==> config.mk <==
export PLATFORM = sky130hd
export DESIGN_NAME = lsu_mem_if
export DESIGN_NICKNAME = d
export VERILOG_FILES = /design/src/rtl/lsu_mem_if.sv
export SDC_FILE = /design/constraint.sdc
export NUM_CORES = 1
export LEC_CHECK = 0
export ABC_AREA = 0
export BUFFER_PORTS_ARGS = -buffer_cell sky130_fd_sc_hd__buf_4
export CORE_AREA = 2 2 142 88
export CTS_CLUSTER_SIZE = 8
export DETAILED_ROUTE_END_ITERATION = 10
export DIE_AREA = 0 0 144 90
export PLACE_DENSITY = 0.8
export RECOVER_POWER = 25
export REMOVE_ABC_BUFFERS = 1
export SYNTH_ARGS = -nofsm -noshare
export SYNTH_HDL_FRONTEND = slang
export SYNTH_SLANG_ARGS = --single-unit
==> constraint.sdc <==
create_clock -name clk -period 4.37 [get_ports clk]
set_input_delay 0.874 -clock clk [delete_from_list [all_inputs] [get_ports clk]]
set_output_delay 0.874 -clock clk [all_outputs]
set_load 0.02 [all_outputs]
==> src/rtl/lsu_mem_if.sv <==
// Load/store unit between the multi-cycle controller and word-wide data memory.
// Decodes one access per start, steers byte lanes, runs req/ack, and returns extended load data.
module lsu_mem_if #(
  parameter int TIMEOUT = 16
) (
  input  logic        clk,
  input  logic        rst_n,
  input  logic        start,
  input  logic [5:0]  opcode,
  input  logic [31:0] addr,
  input  logic [31:0] wdata,
  output logic        busy,
  output logic        done,
  output logic [31:0] rdata,
  output logic        fault,
  output logic [1:0]  fault_code,
  output logic        mem_req,
  output logic        mem_we,
  output logic [31:0] mem_addr,
  output logic [3:0]  mem_be,
  output logic [31:0] mem_wdata,
  input  logic [31:0] mem_rdata,
  input  logic        mem_ack
);

  localparam logic [5:0] OP_LB  = 6'h20;
  localparam logic [5:0] OP_LH  = 6'h21;
  localparam logic [5:0] OP_LW  = 6'h23;
  localparam logic [5:0] OP_LBU = 6'h24;
  localparam logic [5:0] OP_LHU = 6'h25;
  localparam logic [5:0] OP_SB  = 6'h28;
  localparam logic [5:0] OP_SH  = 6'h29;
  localparam logic [5:0] OP_SW  = 6'h2b;

  localparam logic [1:0] FC_NONE     = 2'd0;
  localparam logic [1:0] FC_MISALIGN = 2'd1;
  localparam logic [1:0] FC_BADOP    = 2'd2;
  localparam logic [1:0] FC_TIMEOUT  = 2'd3;

  localparam int CNT_W = (TIMEOUT > 1) ? $clog2(TIMEOUT) : 1;

  typedef enum logic [1:0] {
    S_IDLE,
    S_REQ,
    S_DONE,
    S_ERR
  } state_e;

  function automatic logic op_valid(input logic [5:0] op);
    logic ok;
    case (op)
      OP_LB, OP_LH, OP_LW, OP_LBU, OP_LHU, OP_SB, OP_SH, OP_SW: ok = 1'b1;
      default:                                                  ok = 1'b0;
    endcase
    return ok;
  endfunction

  function automatic logic op_store(input logic [5:0] op);
    return (op == OP_SB) || (op == OP_SH) || (op == OP_SW);
  endfunction

  // Byte accesses can never be misaligned.
  function automatic logic misaligned(input logic [5:0] op, input logic [1:0] k);
    logic bad;
    case (op)
      OP_LH, OP_LHU, OP_SH: bad = k[0];
      OP_LW, OP_SW:         bad = (k != 2'b00);
      default:              bad = 1'b0;
    endcase
    return bad;
  endfunction

  function automatic logic [3:0] lane_be(input logic [5:0] op, input logic [1:0] k);
    logic [3:0] be;
    case (op)
      OP_SB:   be = 4'b0001 << k;
      OP_SH:   be = k[1] ? 4'b1100 : 4'b0011;
      default: be = 4'b1111;
    endcase
    return be;
  endfunction

  function automatic logic [31:0] lane_wdata(input logic [5:0] op, input logic [31:0] wd);
    logic [31:0] r;
    case (op)
      OP_SB:   r = {4{wd[7:0]}};
      OP_SH:   r = {2{wd[15:0]}};
      OP_SW:   r = wd;
      default: r = 32'h0;
    endcase
    return r;
  endfunction

  function automatic logic [31:0] extend_load(input logic [5:0] op, input logic [1:0] k,
                                              input logic [31:0] word);
    logic        [7:0]  b;
    logic        [15:0] h;
    logic signed [7:0]  b_s;
    logic signed [15:0] h_s;
    logic signed [31:0] r_s;
    logic        [31:0] r;
    b   = word[{k, 3'b000} +: 8];
    h   = k[1] ? word[31:16] : word[15:0];
    b_s = $signed(b);
    h_s = $signed(h);
    r   = word;
    case (op)
      OP_LB:  begin r_s = b_s; r = $unsigned(r_s); end
      OP_LH:  begin r_s = h_s; r = $unsigned(r_s); end
      OP_LBU: r = {24'h0, b};
      OP_LHU: r = {16'h0, h};
      default: r = word;
    endcase
    return r;
  endfunction

  state_e             state_q, state_d;
  logic [CNT_W-1:0]   cnt_q, cnt_d;
  logic [5:0]         op_q, op_d;
  logic [1:0]         k_q, k_d;
  logic               busy_q, busy_d;
  logic               done_q, done_d;
  logic               fault_q, fault_d;
  logic [1:0]         fault_code_q, fault_code_d;
  logic [31:0]        rdata_q, rdata_d;
  logic               mem_req_q, mem_req_d;
  logic               mem_we_q, mem_we_d;
  logic [31:0]        mem_addr_q, mem_addr_d;
  logic [3:0]         mem_be_q, mem_be_d;
  logic [31:0]        mem_wdata_q, mem_wdata_d;
  logic               tmo_hit;

  assign tmo_hit = (TIMEOUT > 0) && (cnt_q == CNT_W'(TIMEOUT - 1));

  always_comb begin
    state_d      = state_q;
    cnt_d        = cnt_q;
    op_d         = op_q;
    k_d          = k_q;
    done_d       = 1'b0;
    fault_d      = 1'b0;
    fault_code_d = fault_code_q;
    rdata_d      = rdata_q;
    mem_req_d    = mem_req_q;
    mem_we_d     = mem_we_q;
    mem_addr_d   = mem_addr_q;
    mem_be_d     = mem_be_q;
    mem_wdata_d  = mem_wdata_q;

    case (state_q)
      S_IDLE: begin
        if (start) begin
          op_d         = opcode;
          k_d          = addr[1:0];
          fault_code_d = FC_NONE;
          if (!op_valid(opcode)) begin
            state_d      = S_ERR;
            fault_d      = 1'b1;
            fault_code_d = FC_BADOP;
          end else if (misaligned(opcode, addr[1:0])) begin
            state_d      = S_ERR;
            fault_d      = 1'b1;
            fault_code_d = FC_MISALIGN;
          end else begin
            state_d     = S_REQ;
            cnt_d       = '0;
            mem_req_d   = 1'b1;
            mem_we_d    = op_store(opcode);
            mem_addr_d  = {addr[31:2], 2'b00};
            mem_be_d    = lane_be(opcode, addr[1:0]);
            mem_wdata_d = lane_wdata(opcode, wdata);
          end
        end
      end
      S_REQ: begin
        // An ack coinciding with timeout expiry still completes the access.
        if (mem_ack) begin
          mem_req_d = 1'b0;
          state_d   = S_DONE;
          done_d    = 1'b1;
          if (!op_store(op_q)) begin
            rdata_d = extend_load(op_q, k_q, mem_rdata);
          end
        end else if (tmo_hit) begin
          mem_req_d    = 1'b0;
          state_d      = S_ERR;
          fault_d      = 1'b1;
          fault_code_d = FC_TIMEOUT;
        end else begin
          cnt_d = cnt_q + CNT_W'(1);
        end
      end
      S_DONE:  state_d = S_IDLE;
      S_ERR:   state_d = S_IDLE;
      default: state_d = S_IDLE;
    endcase

    busy_d = (state_d != S_IDLE);
  end

  always_ff @(posedge clk) begin
    if (!rst_n) begin
      state_q      <= S_IDLE;
      cnt_q        <= '0;
      op_q         <= '0;
      k_q          <= '0;
      busy_q       <= 1'b0;
      done_q       <= 1'b0;
      fault_q      <= 1'b0;
      fault_code_q <= '0;
      rdata_q      <= '0;
      mem_req_q    <= 1'b0;
      mem_we_q     <= 1'b0;
      mem_addr_q   <= '0;
      mem_be_q     <= '0;
      mem_wdata_q  <= '0;
    end else begin
      state_q      <= state_d;
      cnt_q        <= cnt_d;
      op_q         <= op_d;
      k_q          <= k_d;
      busy_q       <= busy_d;
      done_q       <= done_d;
      fault_q      <= fault_d;
      fault_code_q <= fault_code_d;
      rdata_q      <= rdata_d;
      mem_req_q    <= mem_req_d;
      mem_we_q     <= mem_we_d;
      mem_addr_q   <= mem_addr_d;
      mem_be_q     <= mem_be_d;
      mem_wdata_q  <= mem_wdata_d;
    end
  end

  assign busy       = busy_q;
  assign done       = done_q;
  assign fault      = fault_q;
  assign fault_code = fault_code_q;
  assign rdata      = rdata_q;
  assign mem_req    = mem_req_q;
  assign mem_we     = mem_we_q;
  assign mem_addr   = mem_addr_q;
  assign mem_be     = mem_be_q;
  assign mem_wdata  = mem_wdata_q;

endmodule

---- Word-level counts from Yosys, hierarchy flattened ----
Cells that the tools add are included.
word-level totals
  word-level logic and storage cells ...... 107
  register bits ........................... 119
operators by class
  mux-type cells .......................... 43
  eq/ne operators ......................... 26
  add/sub/neg operators ................... 1
  reductions and logical operators ........ 19
  bitwise operators ....................... 2
  shift operators ......................... 2
operator list
  cell                                                            number
  32-bit one-hot mux with 4 select lines                          1
  32-bit one-hot mux with 3 select lines                          1
  6-bit equality test (second input constant)                     15
  32-bit by 6-bit indexed part select with 8-bit output           1
  4-bit two-way mux                                               6
  1-bit two-way mux                                               18
  2-bit two-way mux                                               9
  16-bit two-way mux                                              1
  4-bit one-hot mux with 2 select lines                           2
  2-bit inequality test (second input constant)                   6
  4-bit AND reduction                                             2
  8-bit OR reduction                                              1
  1-bit one-hot mux with 2 select lines                           3
  2-bit one-hot mux with 3 select lines                           1
  6-bit AND reduction                                             1
  2-bit nonzero test                                              3
  5-bit AND reduction                                             1
  4-bit by 1-bit adder with 4-bit output (second input constant)  1
  2-bit equality test (second input constant)                     2
  4-bit equality test (second input constant)                     1
  1-bit logical OR                                                4
  2-bit one-hot mux with 2 select lines                           1
  2-bit AND reduction                                             2
  2-bit OR reduction                                              2
  7 further kinds                                                 8

---- Depth between registers and ports, before layout ----
  depth in word-level cells ............... 13
  mapped depth ............................ 8
  mapped depth without buffers ............ 5

---- Worst setup path before layout ----
OpenSTA, ideal clock, no wires.
  path kind ............................... input-to-reg
  start point ............................. in start
  end point ............................... reg mem_addr_q[25] (netlist: mem_addr[25])
  path slack .............................. 2.192 ns
  required time ........................... 4.298 ns
  cell stages on the path ................. 8
  setup time .............................. 0.072 ns
  buffers on the path ..................... 4
  arrival time ............................ 2.106 ns
  path through ............................ nand2b_4 -> or2_0 -> buf_2 -> a311oi_1 -> buf_2 -> buf_8 -> buf_12 -> mux2i_1
on the way
  word-level cells in the longest chain between the ends .. 1
ends and longest elaborated chain
  element                               line  RTL
  start, declared                       8     input logic start,
  4-bit AND reduction (no source line)  n/a
  end signal, assigned                  229   mem_addr_q <= mem_addr_d;
  end, declared                         128   logic [31:0] mem_addr_q, mem_addr_d;
Every way passes these cells.
A chain may end at the register's enable or synchronous reset.

==> metrics <==
final hold violation count 0; Worst-path clk slew 0.05 ns; HPWL after DPL 11,700 um; Port Buffers 210; post-synth cell types 52; Area Overhead vs Synth 34.56%; CP arrival 3.38 ns; Vias per Instance 5.378; first-pass GRT wire length 26,010 um; clock skew 0.01026 ns; Worst Path Max Fanout 40; initial core utilization 48.71%; Top FF cell, synth dfxtp_1; Post-synth ARST share 0%; gate count of the mapped netlist 682; CP startpoint kind input port; Syn Area/Cell 8.393 um2; yosys synthesis warning count 0; Worst path slowest cell clkbuf_1; Post-CTS Hold Buffers 0; die height 90 um; cts bufs inserted 17; IO Count 213; Setup CP Type input port to flip-flop; fin nets 969; final instance area 7702 um2; TritonCTS Sinks 119; drt first pass iters 5; final wirelength 16,400 um; LEAKAGE 3.120 nW; ANT nets after route 0; post-CTS setup buffers 0; crit-path max cell delay 1.25 ns; final setup vio count 0; Max Cap Viol 1; initial drt markers 406; Post-Synthesis Cell Area 5724 um2; Yosys reg bits 119; final clock period utilization by the worst path 69.99%; Die W 144 um; die area 12,960 um2; Resized cells post-CTS 0; core area 11,750 um2; pin count of the biggest net entering global routing 81; Hold Path Cell Cnt 2; Post-Route Utilization 65.54%; relative slew slack -18.74%; crit-path cells clkbuf_1 -> buf_4 -> and3_1 -> nand2_1 -> mux2i_1; Worst Tran Pin Value 1.781 ns; wire per inst 15.81 um; CTS max path bufs 2; Final Slew Violations 41; overall routing resource usage 24.85%; peak supply drop 0.2799 mV; Worst Reg-to-Reg Cells 5; Yosys top cell area share 41.62%; routability cong. 0.9098; Post-DP Area 7327 um2; RSZ-0062 raised after global routing false; CTS tree built; vias in the first global route 5,222; initial antenna violation count 0; fill count 975; sequential-to-total area share from yosys stat 41.62%; total number of vias 5,577; clock latency on the worst-skew pair 0.40 ns; max frequency 327.0 MHz; status complete, but fails checks; # DRC 0; share of cells above drive strength 1 25.46%; Power per Cell Area 377.1 nW/um2; EDFF count, synth 0; post-synth top area cell dfxtp_1; total gr overflow 0; top-count cell post-synth nand2_1; cell row count 31; H-tree depth 4; minimum clock period 3.059 ns; Hold Crit Class flip-flop to flip-flop; CTS Root Cell clkbuf_16; Setup crit end kind flip-flop; synth cell count leaders nand2_1 (177), dfxtp_1 (119), mux2i_1 (73), a21oi_1 (48), clkbuf_1 (40); worst path required time 4.69 ns; FF-to-FF setup slack 2.02 ns; failing checks capacitance limit, slew limit; ant diodes 0; Synth area leaders dfxtp_1 (42%), mux2i_1 (13%), nand2_1 (12%), a21oi_1 (4.2%), o21ai_0 (3.4%)
[critical path: cells and delay by family]
family                 cells  cell delay [ns]
multiplexers               1             0.15
AND/OR/NAND/NOR            2             0.59
buffers and inverters      2             1.74
[cell type report]
| cell class | count | area (um2) | share of cell area [%] |
|---|---|---|---|
| Inverter | 14 | 52.55 | 0.6823 |
| Tap cell | 165 | 206.4 | 2.680 |
| Multi-Input combinational cell | 492 | 3037 | 39.42 |
| Clock buffer | 26 | 509.2 | 6.611 |
| Timing Repair Buffer | 218 | 1450 | 18.83 |
| Clock inverter | 3 | 65.06 | 0.8447 |
| Sequential cell | 119 | 2382 | 30.93 |
[power breakdown]
part           internal, mW  leakage (nW)  switching (mW)
registers              1.12         0.965          0.0311
clock network         0.904         0.282           0.444
logic                 0.178          1.87           0.222
[state kept, by name (all words and copies together), names as in the netlist, 2 cells and up]
name	count
cnt_q	4
fault_code	2
k_q	2
mem_addr	30
mem_be	4
mem_wdata	32
op_q	6
rdata	32
state_q	2
[worst paths after layout]
path	start	to
hold / removal	mem_addr[19]	mem_addr[19]
setup / recovery	rst_n	mem_wdata[0]
hold reg to reg	mem_addr[19]	mem_addr[19]
setup reg to reg	op_q[0]	rdata[24]
[metal layers]
metal  vias up  wire, um  GRT usage [%]
li1       2735         -              -
met1      2593      7634          34.19
met2       217      7337          37.98
met3        32      1081          5.807
met4         0       346          9.150
met5         -         0              0
[cell families after synthesis]
kind of cell | after synthesis | share of synthesized area, %
AND/OR/NAND/NOR | 250 | 19.80
AO/OA/AOI/OAI | 148 | 16.02
flip-flops | 119 | 41.62
multiplexers | 90 | 16.31
buffers and inverters | 72 | 5.814
adder cells (fa/ha/maj) | 1 | 0.2185
other | 1 | 0.06551
XOR/XNOR | 1 | 0.1530
[metrics by stage]
stage | hold WS, ns | total power [mW] | setup slack [ns] | TNS, ns | cells
5_1_grt | 0.4760 | 3.013 | 1.168 | 0 | 1037
2_1_floorplan | 0.4477 | 1.383 | -5.294 | -364.81 | 625
4_1_cts | 0.4565 | 2.935 | 2.032 | 0 | 1037
6_report | 0.4551 | 2.905 | 1.311 | 0 | 1037
3_5_place_dp | 0.4481 | 1.584 | 1.613 | 0 | 1008
3_3_place_gp | 0.4423 | 1.573 | 1.747 | 0 | 1008
[cell usage in the layout, fill, tap and decap left out, types with 6 or more instances in the layout]
cell type    n
nand2_1    177
buf_4      164
dfxtp_1    119
mux2i_1     73
clkbuf_1    57
a21oi_1     48
o21ai_0     39
clkbuf_16   17
mux2_2      16
a22o_1      16
nand3_1     15
inv_1       14
nand3b_1    11
o22ai_1     10
nor2_1       9
a22oi_1      7
nor2b_1      6
o32ai_1      6
or2_2        6
Power figures use the tool's default switching activity.
